===== src/rtl/univ_reg_en.sv =====
// Universal WIDTH-bit register: hold, parallel load, shift, rotate and up/down count,
// with a registered one-cycle wrap pulse when the counter rolls over.
module univ_reg_en #(
    parameter int                WIDTH     = 8,
    parameter logic [WIDTH-1:0]  RESET_VAL = '0
) (
    input  logic             clock,
    input  logic             reset,
    input  logic             enable,
    input  logic [2:0]       mode,
    input  logic [WIDTH-1:0] data,
    input  logic             serial_in,
    output logic [WIDTH-1:0] q,
    output logic             serial_out,
    output logic             wrap
);

    localparam logic [2:0] MODE_HOLD  = 3'b000;
    localparam logic [2:0] MODE_LOAD  = 3'b001;
    localparam logic [2:0] MODE_SHL   = 3'b010;
    localparam logic [2:0] MODE_SHR   = 3'b011;
    localparam logic [2:0] MODE_ROL   = 3'b100;
    localparam logic [2:0] MODE_ROR   = 3'b101;
    localparam logic [2:0] MODE_UP    = 3'b110;
    localparam logic [2:0] MODE_DOWN  = 3'b111;

    localparam logic [WIDTH-1:0] ONE      = {{(WIDTH-1){1'b0}}, 1'b1};
    localparam logic [WIDTH-1:0] ALL_ONES = '1;
    localparam logic [WIDTH-1:0] ZERO     = '0;

    logic [WIDTH-1:0] q_next;
    logic             wrap_next;

    always_comb begin
        q_next    = q;
        wrap_next = 1'b0;
        if (enable) begin
            case (mode)
                MODE_HOLD: q_next = q;
                MODE_LOAD: q_next = data;
                MODE_SHL:  q_next = {q[WIDTH-2:0], serial_in};
                MODE_SHR:  q_next = {serial_in, q[WIDTH-1:1]};
                MODE_ROL:  q_next = {q[WIDTH-2:0], q[WIDTH-1]};
                MODE_ROR:  q_next = {q[0], q[WIDTH-1:1]};
                MODE_UP: begin
                    q_next    = q + ONE;
                    wrap_next = (q == ALL_ONES);
                end
                MODE_DOWN: begin
                    q_next    = q - ONE;
                    wrap_next = (q == ZERO);
                end
                default: q_next = q;
            endcase
        end
    end

    // serial_out follows the mode only, so it is visible even while enable is low.
    always_comb begin
        serial_out = 1'b0;
        case (mode)
            MODE_SHL, MODE_ROL: serial_out = q[WIDTH-1];
            MODE_SHR, MODE_ROR: serial_out = q[0];
            default:            serial_out = 1'b0;
        endcase
    end

    always_ff @(posedge clock) begin
        if (reset) begin
            q    <= RESET_VAL;
            wrap <= 1'b0;
        end else begin
            q    <= q_next;
            wrap <= wrap_next;
        end
    end

endmodule


===== config.mk =====
export PLATFORM = sky130hd
export DESIGN_NAME = univ_reg_en
export DESIGN_NICKNAME = d
export VERILOG_FILES = /design/src/rtl/univ_reg_en.sv
export SDC_FILE = /design/constraint.sdc
export NUM_CORES = 1
export LEC_CHECK = 0
export CAP_MARGIN = 20
export CORE_UTILIZATION = 40
export DETAILED_ROUTE_END_ITERATION = 12
export PLACE_DENSITY = 0.72
export SETUP_SLACK_MARGIN = 0.5
export SLEW_MARGIN = 20
export SYNTH_ARGS = -nofsm -noshare
export SYNTH_HDL_FRONTEND = slang
export SYNTH_SLANG_ARGS = --single-unit

===== constraint.sdc =====
create_clock -name clock -period 2.1 [get_ports clock]
set_input_delay 0.42 -clock clock [delete_from_list [all_inputs] [get_ports clock]]
set_output_delay 0.42 -clock clock [all_outputs]
set_load 0.01 [all_outputs]

== After elaboration in Yosys (flattened, before gate mapping) ==
Index checks and enable logic that the tools add are counted.

* Register bits: 9
* Logic and storage cells: 23

* $add $sub $neg: 2
* Eq/ne operators: 8
* Mux-type cells: 3
* Reductions and logical operators: 6
* Bitwise gates (word level): 2

{| class="wikitable"
|+ Operators by type and width
! operator !! number
|-
| $pmux 8 s7 || 1
|-
| $eq 3x3->1 const B || 4
|-
| $add 8x1->8 const B || 1
|-
| $eq 8x8->1 const B || 1
|-
| $logic_not 8->1 || 1
|-
| $sub 8x1->8 const B || 1
|-
| $eq 3x2->1 const B || 2
|-
| $reduce_or 2->1 || 3
|-
| $pmux 1 s2 || 2
|-
| $eq 3x1->1 const B || 1
|-
| $logic_not 3->1 || 1
|-
| $not 1->1 || 2
|-
| $reduce_and 2->1 || 1
|}

== Logic depth before layout (Yosys ltp) ==
* Depth after elaboration: 3
* Mapped depth: 8
* Mapped depth without buffers: 7

== Worst setup path after synthesis ==
OpenSTA, ideal clock, no wires.

* Path type: input -> register
* Start point: input mode[0]
* End point: register q[6]
* Library setup time: 0.086 ns
* Stages on the path: 8
* Data required time: 2.014 ns
* Path slack: 0.148 ns
* Arrival time: 1.867 ns
* Path buffers: 1
* Path through: buf_2 nand3_1 xnor2_1 ha_1 and4b_1 a32oi_1 o311a_1 a211oi_1

* Word-level cells in the longest chain between the ends: 3

{| class="wikitable"
|+ Ends and longest elaborated chain
! item !! RTL line !! source
|-
| from (decl) || 10 || <nowiki>input logic [2:0] mode,</nowiki>
|-
| parallel branches: the longest is 3 deep, another holds $pmux 8 s7 || n/a ||
|-
| to (signal assigned) || 73 || <nowiki>q <= q_next;</nowiki>
|-
| to (decl) || 13 || <nowiki>output logic [WIDTH-1:0] q,</nowiki>
|}

Several ways; the timed one is not identified.
A chain may end at the register's enable or synchronous reset.

== Worst setup path in the final report ==
* Start point: register q[1]
* End point: register q[6]

* Word-level cells in the longest chain between the ends: 2

{| class="wikitable"
|+ Ends and longest elaborated chain
! item !! RTL line !! source
|-
| $sub 8x1->8 or $add 8x1->8 (tied branches) || 50, 46 ||
|-
| $pmux 8 s7 * || 38 || <nowiki>case (mode)</nowiki>
|}

Mark *: on every way between the ends. The rest lies on a longest branch, timed or not.

==> metrics list <==
- Count of maximum capacitance violations: 0
- Power Dens Cells: 422 nW/um^2
- Sequential cells account for 31.9% of the total power.
- Core Rows: 17
- Clock tree from TritonCTS: done
* Worst hold path depth: 2
- In this run the most critical hold path is launched from q[7]$_SDFFE_PP0P_.
* Worst slack at placement: -0.391 ns
* Post-synthesis cell type count: 52
- After filler insertion, the fill cell instance count of the layout stands at 194.
- Mean number of vias per cell: 6.45
- Final design utilization: 69.2%
- Initial Util: 44.1%
* DRT Pass-1 Iters: 4
* Relative contribution of combinational cells to total power: 46.0%
* Via count of the routed design: 1310
- Final Wtd Congestion: 1.00
- Counting tap cells, the placed design contains a total of 194 instances.
- Global routing used 26.7% of the available tracks.
- Remaining antenna violation count after routing: 0
* Worst min-delay path class: reg -> reg
- In this run the tightest slew margin relative to its limit is 72.1%.
* Post-synthesis cell area: 1010 um^2
- The worst register-to-register path has a depth of 6.
- Footprint of the multi-input gates: 852 um^2
* Peak VDD IR: 0.000293 V
* Number of buffers created by CTS: 3
- Synth-to-Final Area Change: 57.1%
* Number of antenna repair diodes: 0
- At the later pin of the worst-skew pair, clock insertion delay measures 0.27 ns.
* Floorplan core area: 2300 um^2
- Entering global routing, the biggest net connects 20 pins.
* Average wire per cell in the routed design: 17.3 um
* Total wire length after detailed routing: 3510 um
- Count of endpoints failing setup in the final report: 0
- Seq. cell area: 205 um^2
* Number of flops mapped to enable cells by yosys: 0
- Overall overflow remaining after global route: 0
* Crit path max fanout: 3
- Number of global-route vias before repair: 1176
- Unrepaired setup endpoints after global routing: true
* Max-slew violations: 0
- The first routing iteration left 42 violations.
* Switching share of power: 37.2%
- In the routed design, unresolved DRC markers number 0.
- STA classifies the critical path startpoint as a register.
- Bufs on Longest Clock Path: 2
- After clock tree synthesis, the clock-pin slew on the worst setup and hold paths is 0.07 ns.
* Number of buffers inserted by port buffering: 24
- For the worst setup path, the data arrival time is 1.90 ns.
- Measured slew at the worst slew-check pin: 0.413 ns
* Post-synthesis net count: 146
- The most used flip-flop cell after synthesis is dfxtp_1.
- Outcome: complete, no violations
- From left edge to right edge, the die measures 52.3 um.
- Post-DP Area: 1430 um^2
- The analysis attributes to net switching a power of 0.250 mW.
* #FFs+latches synth: 9
- The analysis attributes to cell leakage a power of 0.674 nW.
- CTS built an H-tree with a depth of 1.
- Data on the critical path is required at its endpoint by 2.29 ns.
- Sink of the worst hold path: wrap$_SDFF_PP0_
- The count of endpoints failing hold in the final timing report was 0.
- Launch point of the worst reg-to-reg path: q[1]$_SDFFE_PP0P_
* Fraction of layout cells with a size suffix above 1: 38.9%
- The worst setup path is captured at a register.
- Sequential elements use 17.8% of the synthesized area.
- CTS Sinks: 9
- Clock network fraction of design power: 22.2%
* Total non-filler cell area in the finished layout: 1590 um^2
* Worst Path Class, Setup: reg -> reg
- In the synthesized netlist the async set-or-reset flop fraction comes to 0%.
- Ratio of final minimum period to clock period: 81.5%
- Die footprint: 2740 um^2
- Warnings from Yosys: 0
- Wire length of the first global-routing pass: 5400 um
- In this run the critical register-to-register path is captured at q[6]$_SDFFE_PP0P_.
* Post-route worst setup slack: 0.388 ns
- Chip height: 52.3 um
- The finished layout holds 203 standard cells, fillers aside.
- Antenna violations before repair: 0
- Reg-to-reg setup timing slack: 0.39 ns
- HPWL Detailed: 2370 um
- After layout, the minimum clock period comes to 1.71 ns.
- Post-synthesis area per instance: 7.79 um^2
- Max Fclk: 584 MHz
- 25 I/O pins were placed.
- Design Power: 0.672 mW
- Buffer cell driving the clock tree root: clkbuf_4
- Synthesis produced a netlist whose cell count is 130.
* Number of nets in the layout: 192
- Internal power component: 0.422 mW
* Setup Skew: 0.00187 ns
[state kept, by name (all words and copies together), names as in the netlist]
| signal | flops |
|---|---|
| q | 8 |
| wrap | 1 |
[worst max-delay path by stage]
stage,start,to,depth (start not counted)
after global routing,q[1]$_SDFFE_PP0P_,q[6]$_SDFFE_PP0P_,6
final,q[1]$_SDFFE_PP0P_,q[6]$_SDFFE_PP0P_,6
after floorplan,mode[0],q[6]$_SDFFE_PP0P_,8
after CTS,q[0]$_SDFFE_PP0P_,q[6]$_SDFFE_PP0P_,6
after global placement,mode[2],q[6]$_SDFFE_PP0P_,8
after detailed placement,mode[1],q[6]$_SDFFE_PP0P_,8
[synthesized netlist by cell type (all sizes together) (4+ instances only)]
| master | n | area share (%) |
|---|---|---|
| a211oi | 7 | 5.2 |
| a21oi | 5 | 2.8 |
| buf | 8 | 4.6 |
| clkbuf | 5 | 1.9 |
| dfxtp | 9 | 18 |
| inv | 4 | 1.5 |
| mux2 | 4 | 4.4 |
| mux2i | 5 | 4.9 |
| nand2 | 5 | 1.9 |
| nor2 | 9 | 3.3 |
| nor2b | 4 | 2.5 |
| nor3 | 9 | 4.4 |
| nor4 | 4 | 3.1 |
| o21ai | 7 | 3.5 |
[worst max-delay path: stages, from the launching register on]
cell	delay [ns]
dfxtp_4	0.37
xnor2_4	0.17
ha_4	0.17
and4b_1	0.23
a32oi_2	0.13
o311a_1	0.38
a211oi_2	0.18
[cell usage in the layout (no fill, tap or decap), drive strengths merged, types with 3 or more instances in the layout]
| master | count |
|---|---|
| a211oi | 7 |
| a21oi | 5 |
| buf | 33 |
| clkbuf | 5 |
| clkdlybuf4s50 | 11 |
| dfxtp | 9 |
| dlygate4sd2 | 8 |
| inv | 4 |
| mux2 | 4 |
| mux2i | 5 |
| nand2 | 5 |
| nand3 | 3 |
| nand3b | 3 |
| nor2 | 9 |
| nor2b | 4 |
| nor3 | 9 |
| nor4 | 4 |
| o21ai | 7 |
[logic make-up (layout without fill, tap and decap cells)]
kind of cell,count (synthesis),in the layout,share of synthesized area (%)
simple gates,52,52,32.0
compound gates,41,41,30.8
buf+inv,17,62,7.91
mux,9,9,9.39
flops,9,9,17.8
fa+ha+maj,1,1,1.24
xor+xnor,1,1,0.865
[layer usage]
layer  global-route usage (%)  part of all wire [%]  vias to the layer above  wire length (um)
met5                        0                     0                        -                 0
li1                         -                     -                      607                 -
met3                     3.19                   7.8                       12               272
met4                     12.3                   3.4                        0               118
met1                     34.3                    43                      621              1510
met2                     44.1                    46                       70              1600
[timing repair]
item,CTS,global route
hold buffers,0,0
pin swaps,9,9
buffers inserted,5,0
setup endpoints to repair,17,8
gates resized for setup,45,12
[through the flow]
step | hold WS (ns) | TNS, ns
floorplan | 0.548 | 0
global placement | 0.542 | -1.71
detailed placement | 0.549 | -2.16
CTS | 0.528 | 0
global route | 0.553 | 0
finish | 0.533 | 0
[power groups by stage]
stage          clock (mW)  sequential (mW)  combinational, mW
6_report            0.149            0.214              0.309
5_1_grt             0.158            0.217              0.330
4_1_cts             0.149            0.211              0.292
3_5_place_dp            0            0.215              0.273
3_3_place_gp            0            0.214              0.268
2_1_floorplan           0            0.203              0.169
[area by class of cell]
class / count / share of cell area [%]
well taps: 28 / 2.20
repair buffers: 54 / 28.7
flip-flops and latches: 9 / 12.9
multi-input cells: 104 / 53.6
clock buffers: 4 / 1.65
inverters: 4 / 0.944
Note: power is estimated with default switching activity, not from simulation.
==> RTL change 1: new RTL, same settings <==
Put a register stage on the output `serial_out`, cleared by the reset. The value now appears one clock later. The other outputs are not delayed to match.
--- a/src/rtl/univ_reg_en.sv
+++ b/src/rtl/univ_reg_en.sv
@@ -29,4 +29,6 @@
     localparam logic [WIDTH-1:0] ZERO     = '0;
 
+    logic serial_d;
+
     logic [WIDTH-1:0] q_next;
     logic             wrap_next;
@@ -58,9 +60,9 @@
     // serial_out follows the mode only, so it is visible even while enable is low.
     always_comb begin
-        serial_out = 1'b0;
+        serial_d = 1'b0;
         case (mode)
-            MODE_SHL, MODE_ROL: serial_out = q[WIDTH-1];
-            MODE_SHR, MODE_ROR: serial_out = q[0];
-            default:            serial_out = 1'b0;
+            MODE_SHL, MODE_ROL: serial_d = q[WIDTH-1];
+            MODE_SHR, MODE_ROR: serial_d = q[0];
+            default:            serial_d = 1'b0;
         endcase
     end
@@ -76,4 +78,12 @@
     end
 
+    always_ff @(posedge clock) begin
+        if (reset) begin
+            serial_out <= '0;
+        end else begin
+            serial_out <= serial_d;
+        end
+    end
+
 endmodule
 
Formal check against the unedited RTL: not equivalent (Yosys sat finds a counterexample within 4 cycles, from zero or initial values and one cycle with reset high).
==> RTL change 1 against the original RTL <==
- largest cell class unchanged
- setup slack worse by 0.13 ns
- total power is 0.19% lower
- synthesized area decreased by 0.37%
- sequential cell count grew 1
- global-route usage fell by 3.2 points
- design area down 12%
- routed wire length fell by 15%
- fmax decreased by 7.0%
==> RTL change 1: results (changes against the original RTL) <==
- Non-filler cells, final: 192 (was 203)
- Clock Skew: 0.00364 ns (was 0.00187 ns)
- The fraction of layout instances using a drive strength above 1 came to 26.8% (was 38.9%).
- The post-CTS setup buffer count came to 0 (was 5).
- The relative area of clock buffers and inverters in the final design came to 2.60% (was 1.65%).
- The synthesized netlist net count came to 151 (was 146).
- Count of multi-input combinational gates: 109 (was 104)
- The cell count of the worst reg-to-reg path is 7 (was 6).
* Adder-Cell Fraction of Synth Area: 1.24% (about the same)
- The switching power was 0.238 mW (was 0.250 mW).
- Maximum vdd ir drop: 0.000235 V (was 0.000293 V)
* Count of state elements after synthesis: 10 (was 9)
- Routed length on met3: 153 um (was 272 um)
* Post-synthesis sequential area ratio: 19.9% (was 17.8%)
- The global-route usage over all layers was 23.5% (was 26.7%).
- Count of routing violations after the opening detailed-route iteration: 28 (was 42)
- Worst setup timing slack at the placement stage: -0.359 ns (was -0.391 ns)
* Share of power burned in the clock network: 28.7% (was 22.2%)
- Worst Hold Endpoint: q[0] (was wrap)
- The largest stage delay on the critical path is 0.42 ns (was 0.38 ns).
- The power dissipated in sequential cells was 0.237 mW (was 0.214 mW).
- The met1 usage in global routing is 33.2% (was 34.3%).
- Run status: complete, no violations (unchanged)
- The data arrival time of the worst path is 2.03 ns (was 1.90 ns).
- GRT met2 Usage: 35.9% (was 44.1%)
* Final worst path period share: 87.6% (was 81.5%)
- R2r setup slk: 0.31 ns (was 0.39 ns)
- The fraction of area in non-clock buffers came to 24.4% (was 28.7%).
- Clock slew at reported path FFs: 0.09 ns (was 0.07 ns)
* Hold path start: q[0] (was q[7])
* Vias: 1170 (was 1310)
- Multiplexer share of the synthesized area: 7.20% (was 9.39%)
- Global-route wire length before repair: 4790 um (was 5400 um)
- Setup crit start: mode[1] (was q[1])
- The length of routed wiring on met1 was 1360 um (was 1510 um).
- The xor/xnor share of the synthesized area is 1.74% (was 0.865%).
* NumNets Final: 181 (was 192)
- Count of mapped cells out of synthesis: 135 (was 130)
- Area of all sequential standard cells: 220 sq um (was 205 sq um)
- Routability congestion estimate from global placement: 0.888 (was 1.00)
-- RTL change 1: cell count changes after synthesis, moves of 3 or more --
| cell | unedited run | this run |
|---|---|---|
| sky130_fd_sc_hd__a21oi_1 | 4 | 12 |
| sky130_fd_sc_hd__buf_4 | 0 | 4 |
| sky130_fd_sc_hd__clkbuf_1 | 5 | 1 |
| sky130_fd_sc_hd__nand2_1 | 5 | 9 |
| sky130_fd_sc_hd__a31oi_1 | 0 | 3 |
| sky130_fd_sc_hd__and3_1 | 0 | 3 |
| sky130_fd_sc_hd__nand3b_1 | 3 | 0 |
| sky130_fd_sc_hd__nor2_1 | 9 | 12 |
| sky130_fd_sc_hd__nor4b_1 | 0 | 3 |
-- RTL change 1: cells by family after synthesis --
logic type                 Yosys count
DFF                                 10
muxes                                7
adders and majority gates            1
xor gates and xnor gates             2
buffers and inverters               16
and+or+nand+nor                     57
AOI/OAI and AO/OA                   42
==> RTL change 2: new RTL, same flow settings <==
Made on the original files. Change the parameter `WIDTH` from 8 to 7.
--- a/src/rtl/univ_reg_en.sv
+++ b/src/rtl/univ_reg_en.sv
@@ -2,5 +2,5 @@
 // with a registered one-cycle wrap pulse when the counter rolls over.
 module univ_reg_en #(
-    parameter int                WIDTH     = 8,
+    parameter int                WIDTH     = 7,
     parameter logic [WIDTH-1:0]  RESET_VAL = '0
 ) (
Ports: changed (resized data and q); port bits go from 25 to 23. The function was not compared with the original's and may differ.
==> RTL change 2 against the original RTL <==
- routed wire length decreased by 23%
- design area down 18%
- first-iteration DRC count shrank 24%
- sequential share of layout area increased by 0.90 points
- total power fell by 19%
- synthesized area fell by 13%
- global-route usage down 3.2 points
- sequential cell count down 1
- setup slack improved by 0.073 ns
- non-clock buffer count fell by 12
==> RTL change 2: results (changes against the original RTL) <==
* Run status: complete, no violations (unchanged)
- Global routing usage on met1: 29.5% (was 34.3%)
- Maximum vdd ir drop: 0.000282 V (was 0.000293 V)
- The area of the multi-input gates came to 696 sq um (was 852 sq um).
* Number of nets in the synthesized netlist: 129 (was 146)
* Routability congestion estimate from global placement: 0.826 (was 1.00)
- The total non-filler cell area in the finished layout came to 0.00130 sq mm (was 0.00159 sq mm).
* Worst setup timing slack at the placement stage: -0.304 ns (was -0.391 ns)
* Share of cell area taken by flip-flops and latches: 13.8% (was 12.9%)
- Most frequent cells after synthesis: 12 x sky130_fd_sc_hd__nor2_1, 8 x sky130_fd_sc_hd__dfxtp_1, 8 x sky130_fd_sc_hd__nand2b_1, 7 x sky130_fd_sc_hd__buf_2, 7 x sky130_fd_sc_hd__mux2i_1 (was 9 x sky130_fd_sc_hd__dfxtp_1, 9 x sky130_fd_sc_hd__nor2_1, 9 x sky130_fd_sc_hd__nor3_1).
- GRT Total Usage: 23.5% (was 26.7%)
- The met3 track demand over resource came to 4.98% (was 3.19%).
* Leakage: 0.557 nW (was 0.674 nW)
* Global-route wire length before repair: 4350 um (was 5400 um)
* Slowest stage cell, crit path: sky130_fd_sc_hd__dfxtp_4 (was sky130_fd_sc_hd__o311a_1)
- Buffers, non-clock: 42 (was 54)
- Post-synth cell types: 43 (was 52)
* Metal1 wirelength: 1130 um (was 1510 um)
- The critical hold path startpoint is enable (was q[7]).
* Number of global-route vias before repair: 961 (was 1176)
- Reported net switching power: 0.192 mW (was 0.250 mW)
* Routed length on met3: 228 um (was 272 um)
* Maximum number of pins on one net before global-route repair: 14 (was 20)
- CP Data Arrival Time: 1.79 ns (was 1.90 ns)
* Post-synthesis sequential area ratio: 18.2% (was 17.8%)
- The number of standard cells in the final layout excluding fillers was 176 (was 203).
- R2r setup slk: 0.46 ns (was 0.39 ns)
- Top delay family on crit path: simple AND/OR/NAND/NOR gates (was compound AO/OA/AOI/OAI gates)
* Top fanout value on the critical path: 7 (was 3)
- Number of fillers in the final layout: 177 (was 194)
- The number of sequential storage elements is 8 (was 9).
- Clock Skew: 0.0170 ns (was 0.00187 ns)
==> RTL change 2: cell families (layout without fill, tap and decap cells) <==
group | after synthesis | count (layout) | share of synthesized area (%)
XOR/XNOR | 1 | 1 | 0.994
buffers and inverters | 12 | 47 | 7.81
flip-flops | 8 | 8 | 18.2
AO/OA/AOI/OAI | 28 | 28 | 22.4
multiplexers | 9 | 9 | 10.5
adder cells (fa/ha/maj) | 2 | 2 | 2.56
AND/OR/NAND/NOR | 54 | 54 | 37.5
==> RTL change 2: timing repair <==
item | CTS | global route
setup endpoints to repair | 16 | 8
pin swaps | 5 | 1
resized for setup | 32 | 6
buffers inserted | 4 | 2
==> RTL change 2: power groups by stage <==
stage / Sequential (mW) / Clock, mW / Combinational, mW
after CTS: 0.184 / 0.135 / 0.208
after floorplan: 0.182 / 0 / 0.133
after detailed placement: 0.191 / 0 / 0.203
after global placement: 0.190 / 0 / 0.199
final: 0.184 / 0.136 / 0.221
after global routing: 0.186 / 0.146 / 0.239
